<file path="config.mk">
export PLATFORM = sky130hd
export DESIGN_NAME = sdram_init_seq
export DESIGN_NICKNAME = d
export VERILOG_FILES = /design/src/rtl/sdram_init_seq.sv
export SDC_FILE = /design/constraint.sdc
export NUM_CORES = 1
export LEC_CHECK = 0
export CAP_MARGIN = 15
export CORE_MARGIN = 2
export CORE_UTILIZATION = 57
export CTS_CLUSTER_SIZE = 14
export DETAILED_ROUTE_END_ITERATION = 10
export GPL_ROUTABILITY_DRIVEN = 0
export PLACE_DENSITY = 0.83
export SYNTH_ARGS = -nofsm -noshare
export SYNTH_HDL_FRONTEND = slang
export SYNTH_SLANG_ARGS = --single-unit
</file>
<file path="constraint.sdc">
create_clock -name clk_133 -period 6.8 [get_ports clk_133]
set_clock_uncertainty 0.1 [all_clocks]
set_input_delay 1.02 -clock clk_133 [delete_from_list [all_inputs] [get_ports clk_133]]
set_output_delay 1.02 -clock clk_133 [all_outputs]
set_load 0.05 [all_outputs]
</file>
<file path="src/rtl/sdram_init_seq.sv">
// rtl/sdram_init_seq.sv - SDRAM power-up initialization sequencer
// (wait, precharge-all, auto refreshes, load mode, done).
module sdram_init_seq #(
  parameter int          T_WAIT      = 26600,
  parameter int          T_RP        = 3,
  parameter int          T_RFC       = 10,
  parameter int          T_MRD       = 3,
  parameter int          REFRESH_NUM = 8,
  parameter logic [12:0] MODE_VALUE  = 13'h0037
) (
  input  logic        clk_133,
  input  logic        rst_n,
  output logic        sdram_cke,
  output logic        sdram_cs_n,
  output logic        sdram_ras_n,
  output logic        sdram_cas_n,
  output logic        sdram_we_n,
  output logic [12:0] sdram_addr,
  output logic [1:0]  sdram_ba,
  output logic        init_done
);

  typedef enum logic [2:0] {
    S_WAIT, S_PRE, S_TRP, S_REF, S_TRFC, S_MRS, S_TMRD, S_DONE
  } state_t;

  localparam logic [3:0]  CMD_INHIBIT = 4'b1111;
  localparam logic [3:0]  CMD_NOP     = 4'b0111;
  localparam logic [3:0]  CMD_PRE     = 4'b0010;
  localparam logic [3:0]  CMD_REF     = 4'b0001;
  localparam logic [3:0]  CMD_MRS     = 4'b0000;
  localparam logic [12:0] ADDR_PALL   = 13'h0400;

  // Gap states exit when the counter is 0, so they load spacing-2
  // (the command cycle itself plus the final gap cycle).
  localparam logic [15:0] WAIT_LD  = 16'(T_WAIT - 1);
  localparam logic [15:0] TRP_LD   = 16'(T_RP - 2);
  localparam logic [15:0] TRFC_LD  = 16'(T_RFC - 2);
  localparam logic [15:0] TMRD_LD  = 16'(T_MRD - 2);
  localparam logic [3:0]  REF_LAST = 4'(REFRESH_NUM);

  state_t      state, state_n;
  logic [15:0] cnt, cnt_n;
  logic [3:0]  ref_cnt, ref_n;
  logic        cke_q, done_q;
  logic [3:0]  cmd_q, cmd_n;
  logic [12:0] addr_q, addr_n;
  logic [1:0]  ba_q;

  always_comb begin
    state_n = state;
    cnt_n   = (cnt != 16'd0) ? cnt - 16'd1 : cnt;
    ref_n   = ref_cnt;
    cmd_n   = CMD_NOP;
    addr_n  = 13'd0;
    // cke still low means this edge produces cycle 0 of a fresh sequence.
    if (!cke_q) begin
      state_n = S_WAIT;
      cnt_n   = WAIT_LD;
      ref_n   = 4'd0;
    end else begin
      case (state)
        S_WAIT: if (cnt == 16'd0) state_n = S_PRE;
        S_PRE: begin
          state_n = S_TRP;
          cnt_n   = TRP_LD;
        end
        S_TRP:  if (cnt == 16'd0) state_n = S_REF;
        S_REF: begin
          state_n = S_TRFC;
          cnt_n   = TRFC_LD;
        end
        S_TRFC: if (cnt == 16'd0) state_n = (ref_cnt >= REF_LAST) ? S_MRS : S_REF;
        S_MRS: begin
          state_n = S_TMRD;
          cnt_n   = TMRD_LD;
        end
        S_TMRD: if (cnt == 16'd0) state_n = S_DONE;
        S_DONE: state_n = S_DONE;
        default: state_n = S_WAIT;
      endcase
      if (state_n == S_REF && ref_cnt != 4'hF) ref_n = ref_cnt + 4'd1;
    end
    case (state_n)
      S_PRE: begin
        cmd_n  = CMD_PRE;
        addr_n = ADDR_PALL;
      end
      S_REF: cmd_n = CMD_REF;
      S_MRS: begin
        cmd_n  = CMD_MRS;
        addr_n = MODE_VALUE;
      end
      default: cmd_n = CMD_NOP;
    endcase
  end

  always_ff @(posedge clk_133) begin
    if (!rst_n) begin
      state   <= S_WAIT;
      cnt     <= 16'd0;
      ref_cnt <= 4'd0;
      cke_q   <= 1'b0;
      cmd_q   <= CMD_INHIBIT;
      addr_q  <= 13'd0;
      ba_q    <= 2'd0;
      done_q  <= 1'b0;
    end else begin
      state   <= state_n;
      cnt     <= cnt_n;
      ref_cnt <= ref_n;
      cke_q   <= 1'b1;
      cmd_q   <= cmd_n;
      addr_q  <= addr_n;
      ba_q    <= 2'd0;
      done_q  <= (state_n == S_DONE);
    end
  end

  assign sdram_cke   = cke_q;
  assign sdram_cs_n  = cmd_q[3];
  assign sdram_ras_n = cmd_q[2];
  assign sdram_cas_n = cmd_q[1];
  assign sdram_we_n  = cmd_q[0];
  assign sdram_addr  = addr_q;
  assign sdram_ba    = ba_q;
  assign init_done   = done_q;

endmodule

</file>
======== Yosys cells after proc, flatten, opt, wreduce, memory -nomap -nowiden ========
Index checks and enable logic that the tools add are counted.
cells by class
  $lt $le $gt $ge ......................... 1
  multiplexer cells ....................... 14
  reductions and logical operators ........ 7
  add/subtract/negate cells ............... 2
  equality and inequality tests ........... 14
operator list
  operator                                                                  number
  16-bit one-hot mux with 2 select lines                                    1
  3-bit one-hot mux with 8 select lines                                     1
  11-bit one-hot mux with 2 select lines                                    1
  3-bit 2-to-1 mux                                                          7
  3-bit == test (second input constant)                                     6
  16-bit zero test                                                          1
  16-bit 2-to-1 mux                                                         1
  16-bit nonzero test                                                       1
  16-bit by 1-bit subtractor with 16-bit output (second input constant)     1
  15-bit 2-to-1 mux                                                         1
  3-bit by 2-bit == test with 1-bit output (second input constant)          4
  3-bit one-hot mux with 3 select lines                                     1
  3-bit by 1-bit == test with 1-bit output (second input constant)          2
  4-bit by 1-bit adder with 4-bit output (second input constant)            1
  4-bit greater-or-equal comparator (second input constant)                 1
  4-bit by 2-bit inequality test with 1-bit output (second input constant)  1
  4-bit inequality test (second input constant)                             1
  3-bit zero test                                                           1
  3-bit nonzero test                                                        1
  2-bit AND reduction                                                       1
  2-bit OR reduction                                                        1
  1-bit logical AND                                                         1
  1-bit 2-to-1 mux                                                          1
word-level totals
  output and inout port bits .............. 21
  register bits after elaboration ......... 42
  word-level logic and storage cells ...... 46

======== Logic depth before layout (Yosys ltp) ========
Gate-level depths: netlist of run 1.
  depth after elaboration ................. 8
  gate-level depth with buffers ........... 8

======== Worst setup path after synthesis of run 1 ========
Ideal clock, no wire load.
  kind .................................... register -> register
  start ................................... register cnt[0]
  end ..................................... register ref_cnt[2]
  clock period less this slack ............ 2.292 ns
  data required time ...................... 6.628 ns
  path buffers ............................ 2
  setup slack ............................. 4.508 ns
  stages on the path, launching flop included .. 9
  data arrival time ....................... 2.120 ns
  cells stage by stage .................... dfxtp_1 -> inv_1 -> ha_1 -> or3b_1 -> clkbuf_1 -> or3_4 -> buf_2 -> nor4_1 -> mux2i_1
between the ends
  longest elaborated chain between the ends .. 6
ends and longest elaborated chain
  what                                          line  source
  start: declaration                            43    logic [15:0] cnt, cnt_n;
  start signal: assignment                      110   cnt <= cnt_n;
  16-bit zero test (*)                          -
  3-bit 2-to-1 mux (on tied branches)           -
  3-bit one-hot mux with 8 select lines (*)     62    case (state)
  3-bit 2-to-1 mux (*)                          57    if (!cke_q) begin
  3-bit by 2-bit == test with 1-bit output (*)  82    if (state_n == S_REF && ref_cnt != 4'hF) ref_n = ref_cnt + 4'd1;
  1-bit logical AND (*)                         82
  end signal: assignment                        111   ref_cnt <= ref_n;
  end: declaration                              44    logic [3:0] ref_cnt, ref_n;
Every way passes the cells marked *; elsewhere a longest branch is shown, timed or not. The select of a mux whose other input is x is not followed.
A chain may end at the register's enable or synchronous reset.

======== Final worst setup path of run 1 ========
  start ................................... register cke_q, in the netlist sdram_cke
  end ..................................... output port sdram_cke
RTL lines
  what                      line  source
  start: declaration        45    logic cke_q, done_q;
  start signal: assignment  103   cke_q <= 1'b0;
  start signal: assignment  112   cke_q <= 1'b1;
  end: declaration          13    output logic sdram_cke,
No word-level cell between the ends.

==> flow_metrics.tcl, run 1 <==
set metrics [dict create \
    area_growth_pct 9.91 \
    post_cts_resized 0 \
    crit_path_max_incr_delay_ps 860 \
    grt_max_degree 15 \
    routed-wl-met3_um 218 \
    die_y_um 57.1 \
    path_class "reg -> out" \
    place_hpwl_um 2360 \
    io_pins 23 \
    drcViolationCount 0 \
    crit_end "sdram_cke" \
    routed.top_layer "met4" \
    path_clk_slew_ps 100 \
    arrival_ps 1650 \
    tightest_slew_ps 795 \
    drive_gt1_frac 0.0684 \
    cts_tree "done" \
    grt_pass1_vias 1212 \
    rrSetupSlack_ps 4340 \
    clk_latency_ps 330 \
    drtPass1Iterations 4 \
    ant_nets 0 \
    regToRegStartpoint "cnt[0]" \
    htree_levels 2 \
    die-area_um2 3250 \
    finalSetupTns_ps 0 \
    cp.required_ps 5680 \
    wl_um 3170 \
    post-route-min-period_ps 2770 \
    synth_cells 182 \
    cts_buffers 5 \
    fin_cells 221 \
    holdCritPathClass "reg -> reg" \
    final_util 0.651 \
    wl_met1_um 1330 \
    detail_route.wl_per_cell_um 14.3 \
    relSlewSlack 0.466 \
    avgSynthCellArea_um2 8.81 \
    cp_slowest_cell "clkdlybuf4s50_1" \
    synth_edf_count 0 \
    cp_top_family "buffers and inverters" \
    nNetsFinal 194 \
    r2r_end "cnt[0]" \
    crit_path_start_kind "flop" \
    place_inst 213 \
    numPortBuffers 13 \
    placed_cell_area_um2 1680 \
    vias_per_cell 6.03 \
    start_util 0.592 \
    finalCritPeriodShare 0.407 \
    drt_iter0_drc 65 \
    power.leakage_nw 0.597 \
    grt_use_total 0.208 \
    path_cells "clkdlybuf4s50_1" \
    rows 19 \
    ys.flop_type "dfxtp_1" \
    synth_top_area_frac 0.387 \
    cp.depth 1 \
    grt_pass1_wl_um 5280 \
    path_buf_inv 1 \
    synth_top_cells_by_area "dfxtp_1, buf_4, mux2i_1" \
    n_antenna_cell 0 \
    post_cts_buffers 0 \
    cts_root_buffer "clkbuf_4" \
    crit_fanout 7 \
    num_vias 1333 \
    final_hold_viol_count 0 \
    syn_area_um2 1600 \
    synth-seq-area-share 0.387 \
    yosys_warnings 0 \
    cts_buffer_depth 2 \
    slew_viol_final 0 \
    antenna_found_initial 0 \
    grt_overflow 0 \
    finalInstanceArea_um2 1760 \
    setup_viol 0 \
    status "completed" \
    cp-end-kind "primary output" \
    power.density_nw_per_um2 233 \
    core_um2 2710 \
    r2r_cells 6 \
    drv_cap 0 \
    clock-sinks 31 \
    synthArstFlopShare 0 \
    power_mw 0.410 \
    synth_area_leader_cell "dfxtp_1" \
    rsz0062_at_grt "false" \
    vdd_drop_max_uv 199 \
    dr_wl_met2_um 1550 \
    fp.dieW_um 57.1 \
    yosys_register_bits 31 \
    hold_buffers 0 \
    synth_cell_types 42 \
    max_freq_mhz 361 \
    startpoint "sdram_cke" \
]
cell usage after synthesis (2+ instances only):
master	instances
nor4_1	5
xor2_1	2
o21ai_0	4
o31a_1	3
xnor2_1	3
nor3_1	9
clkbuf_1	6
o31ai_1	4
or4_1	3
buf_2	2
or3_1	7
mux2i_1	8
a31oi_1	5
nand4_1	2
ha_1	3
inv_1	6
nor4_4	2
dfxtp_1	31
a21oi_1	5
nand2_1	17
nand2b_1	9
a211oi_1	2
o211ai_1	3
buf_4	13
nand3_1	3
nor2_1	8
o41ai_1	2
cell usage in the layout (no fill, tap or decap), types with 2 or more instances in the layout:
master	netlist	layout
mux2i_1	8	8
or3_1	7	7
a211oi_1	2	2
o31a_1	3	3
clkdlybuf4s50_1	0	13
xnor2_1	3	3
o41ai_1	2	2
nand4_1	2	2
nor3_1	9	9
o21ai_0	4	4
conb_1	1	9
clkbuf_4	0	5
o211ai_1	3	3
ha_1	3	3
xor2_1	2	2
inv_1	6	6
a31oi_1	5	5
dfxtp_1	31	31
or4_1	3	3
nor4_1	5	5
a21oi_1	5	5
nor2_1	8	8
nor4_4	2	2
o31ai_1	4	4
nand3_1	3	3
nand2b_1	9	9
nand2_1	17	17
how the worst min path moves through the flow:
stage | end | start | slack (ps) | cells after the start
2_1_floorplan | ref_cnt[2] | ref_cnt[2] | 360 | 2
3_3_place_gp | ref_cnt[2] | ref_cnt[2] | 370 | 2
3_5_place_dp | ref_cnt[2] | ref_cnt[2] | 380 | 2
4_1_cts | ref_cnt[2] | ref_cnt[2] | 390 | 2
5_1_grt | cnt[3] | cnt[3] | 420 | 2
6_report | ref_cnt[2] | ref_cnt[2] | 390 | 2
cell type report:
cell class,count,area [µm²]
clock inverters,2,35.0
fillers,219,947
well taps,31,38.8
clock buffers,6,51.3
flip-flops and latches,31,621
multi-input cells,131,857
repair buffers,14,138
inverters,6,22.5
cells by family (layout without fill, tap and decap cells):
| family | Yosys count | count (layout) | share of synthesized area |
|---|---|---|---|
| simple gates | 73 | 73 | 0.269 |
| compound gates | 33 | 33 | 0.144 |
| flops | 31 | 31 | 0.387 |
| buf+inv | 28 | 28 | 0.0975 |
| mux | 8 | 8 | 0.0499 |
| xor+xnor | 5 | 5 | 0.0273 |
| fa+ha+maj | 3 | 3 | 0.0234 |
| other cells | 1 | 9 | 0.00234 |
power breakdown:
| part | internal, mW | switching [mW] | total, mW |
|---|---|---|---|
| clock network | 0.0868 | 0.0641 | 0.151 |
| registers | 0.191 | 0.00970 | 0.200 |
| logic | 0.0188 | 0.0402 | 0.0590 |
state kept, by name (all words and copies together), names as in the netlist:
| name | flops |
|---|---|
| sdram_cke | 1 |
| cmd_q | 4 |
| cnt | 16 |
| state | 3 |
| ref_cnt | 4 |
| init_done | 1 |
| sdram_addr | 2 |
metal layers:
metal,track usage,up-vias
li1,-,656
met1,0.253,615
met2,0.333,53
met3,0.0703,9
met4,0.0963,0
met5,0,-
per-stage QoR:
step,hold WS [ps],worst slack (ps)
after floorplan,356,4510
after CTS,395,4030
after detailed placement,381,4210
after global routing,425,3990
final,388,4030
after global placement,366,4290
Note: power is estimated with default switching activity, not from simulation.
==> run 2: changes to the inputs <==
--- a/config.mk
+++ b/config.mk
@@ -7,11 +7,11 @@
 export LEC_CHECK = 0
 export CAP_MARGIN = 15
 export CORE_MARGIN = 2
-export CORE_UTILIZATION = 57
+export CORE_UTILIZATION = 53
 export CTS_CLUSTER_SIZE = 14
 export DETAILED_ROUTE_END_ITERATION = 10
 export GPL_ROUTABILITY_DRIVEN = 0
-export PLACE_DENSITY = 0.83
+export PLACE_DENSITY = 0.78
 export SYNTH_ARGS = -nofsm -noshare
 export SYNTH_HDL_FRONTEND = slang
 export SYNTH_SLANG_ARGS = --single-unit
==> constraint.sdc (replaced) <==
create_clock -name clk_133 -period 2.64 [get_ports clk_133]
set_clock_uncertainty 0.1 [all_clocks]
set_input_delay 0.396 -clock clk_133 [delete_from_list [all_inputs] [get_ports clk_133]]
set_output_delay 0.396 -clock clk_133 [all_outputs]
set_load 0.05 [all_outputs]
==> flow_metrics.tcl, run 2 (synthesis results as in run 1) <==
set metrics [dict create \
    hold_buffers 0 \
    grt_pass1_vias 1171 \
    drv_cap 0 \
    wl_um 3160 \
    htree_levels 2 \
    post_cts_buffers 0 \
    max_freq_mhz 407 \
    cp_top_family "simple AND/OR/NAND/NOR gates" \
    clk_latency_ps 330 \
    die-area_um2 3480 \
    cts_tree "done" \
    power.leakage_nw 0.597 \
    start_util 0.572 \
    relSlewSlack 0.557 \
    rows 19 \
    setup_viol 0 \
    post-route-min-period_ps 2460 \
    top_register "cnt" \
    vdd_drop_max_uv 325 \
    cp.required_ps 2810 \
    dr_wl_met2_um 1460 \
    arrival_ps 2620 \
    antenna_found_initial 0 \
    crit_path_max_incr_delay_ps 510 \
    core_um2 2810 \
    grt_overflow 0 \
    n_antenna_cell 0 \
    grt_max_degree 15 \
    fp.dieW_um 59.0 \
    routed-wl-met3_um 114 \
    path_cells "inv_1 -> ha_1 -> or3b_1 -> or3_4 -> or4_1 -> a41oi_1" \
    finalCritPeriodShare 0.931 \
    drive_gt1_frac 0.0681 \
    startpoint "cnt[0]" \
    path_clk_slew_ps 100 \
    slew_viol_final 0 \
    cts_root_buffer "clkbuf_4" \
    place_hpwl_um 2330 \
    wl_met1_um 1520 \
    routed.top_layer "met4" \
    numPortBuffers 13 \
    grt_use_total 0.204 \
    final_cell_mix "dfxtp_1, nand2_1, clkdlybuf4s50_1" \
    setup_slack_ps 182 \
    detail_route.wl_per_cell_um 14.2 \
    fin_cells 222 \
    drcViolationCount 0 \
    vias_per_cell 5.87 \
    cp_slowest_cell "or3_4" \
    crit_path_start_kind "flop" \
    io_pins 23 \
    ant_nets 0 \
    largest_reg_flops 16 \
    layout_commonest_cell "dfxtp_1" \
    clock-sinks 31 \
    nNetsFinal 196 \
    place_inst 215 \
    num_vias 1304 \
    rsz0062_at_grt "false" \
    status "completed" \
    top_regs "cnt (16), cmd_q (4), ref_cnt (4)" \
    crit_fanout 14 \
    regToRegStartpoint "cnt[0]" \
    path_buf_inv 1 \
    path_class "reg -> reg" \
    finalSetupTns_ps 0 \
    tightest_slew_ps 648 \
    final_util 0.628 \
    holdCritPathClass "reg -> reg" \
    cts_buffers 5 \
    grt_pass1_wl_um 5350 \
    die_y_um 59.0 \
    area_growth_pct 9.91 \
    post_cts_resized 0 \
    power.density_nw_per_um2 579 \
    post-place-ws_ps 219 \
    hp-start "cnt[12]" \
    cp-end-kind "flop" \
    final_hold_viol_count 0 \
    cts_buffer_depth 2 \
    drtPass1Iterations 4 \
    drt_iter0_drc 43 \
]
[run 2: area by class of cell]
type,instances,area (µm²)
clock buffers,6,41.3
inverters,6,22.5
well taps,31,38.8
multi-input cells,131,857
clock inverters,1,30.0
flip-flops and latches,31,621
fillers,230,1040
repair buffers,16,153
[run 2: worst paths after layout]
path         slack, ps      end  cells past startpoint
max                180   cnt[0]                      6
min reg2reg        410  cnt[12]                      2
max reg2reg        180   cnt[0]                      6
min                410  cnt[12]                      2
[run 2: per-layer routing]
metal / GRT usage / up-vias
li1: - / 657
met5: 0 / -
met3: 0.0546 / 9
met4: 0.0909 / 0
met1: 0.280 / 609
met2: 0.302 / 29
[run 2: worst min-delay path, cell delays in order, from the launching register on]
cell and delay, ps:
dfxtp_1 350, nand2_1 70, mux2i_1 50
[run 2: where the power goes]
group	switching, mW	total (mW)	internal, mW
Clock	0.157	0.352	0.195
Sequential	0.0250	0.516	0.491
Combinational	0.102	0.152	0.0504
[run 2: per-stage QoR]
step           hold WS (ps)  cell area (µm²)  total power [mW]
5_1_grt                 428             1760              1.07
6_report                406             1760              1.02
3_5_place_dp            397             1690             0.676
4_1_cts                 410             1760              1.02
3_3_place_gp            370             1690             0.673
2_1_floorplan           324             1630             0.656
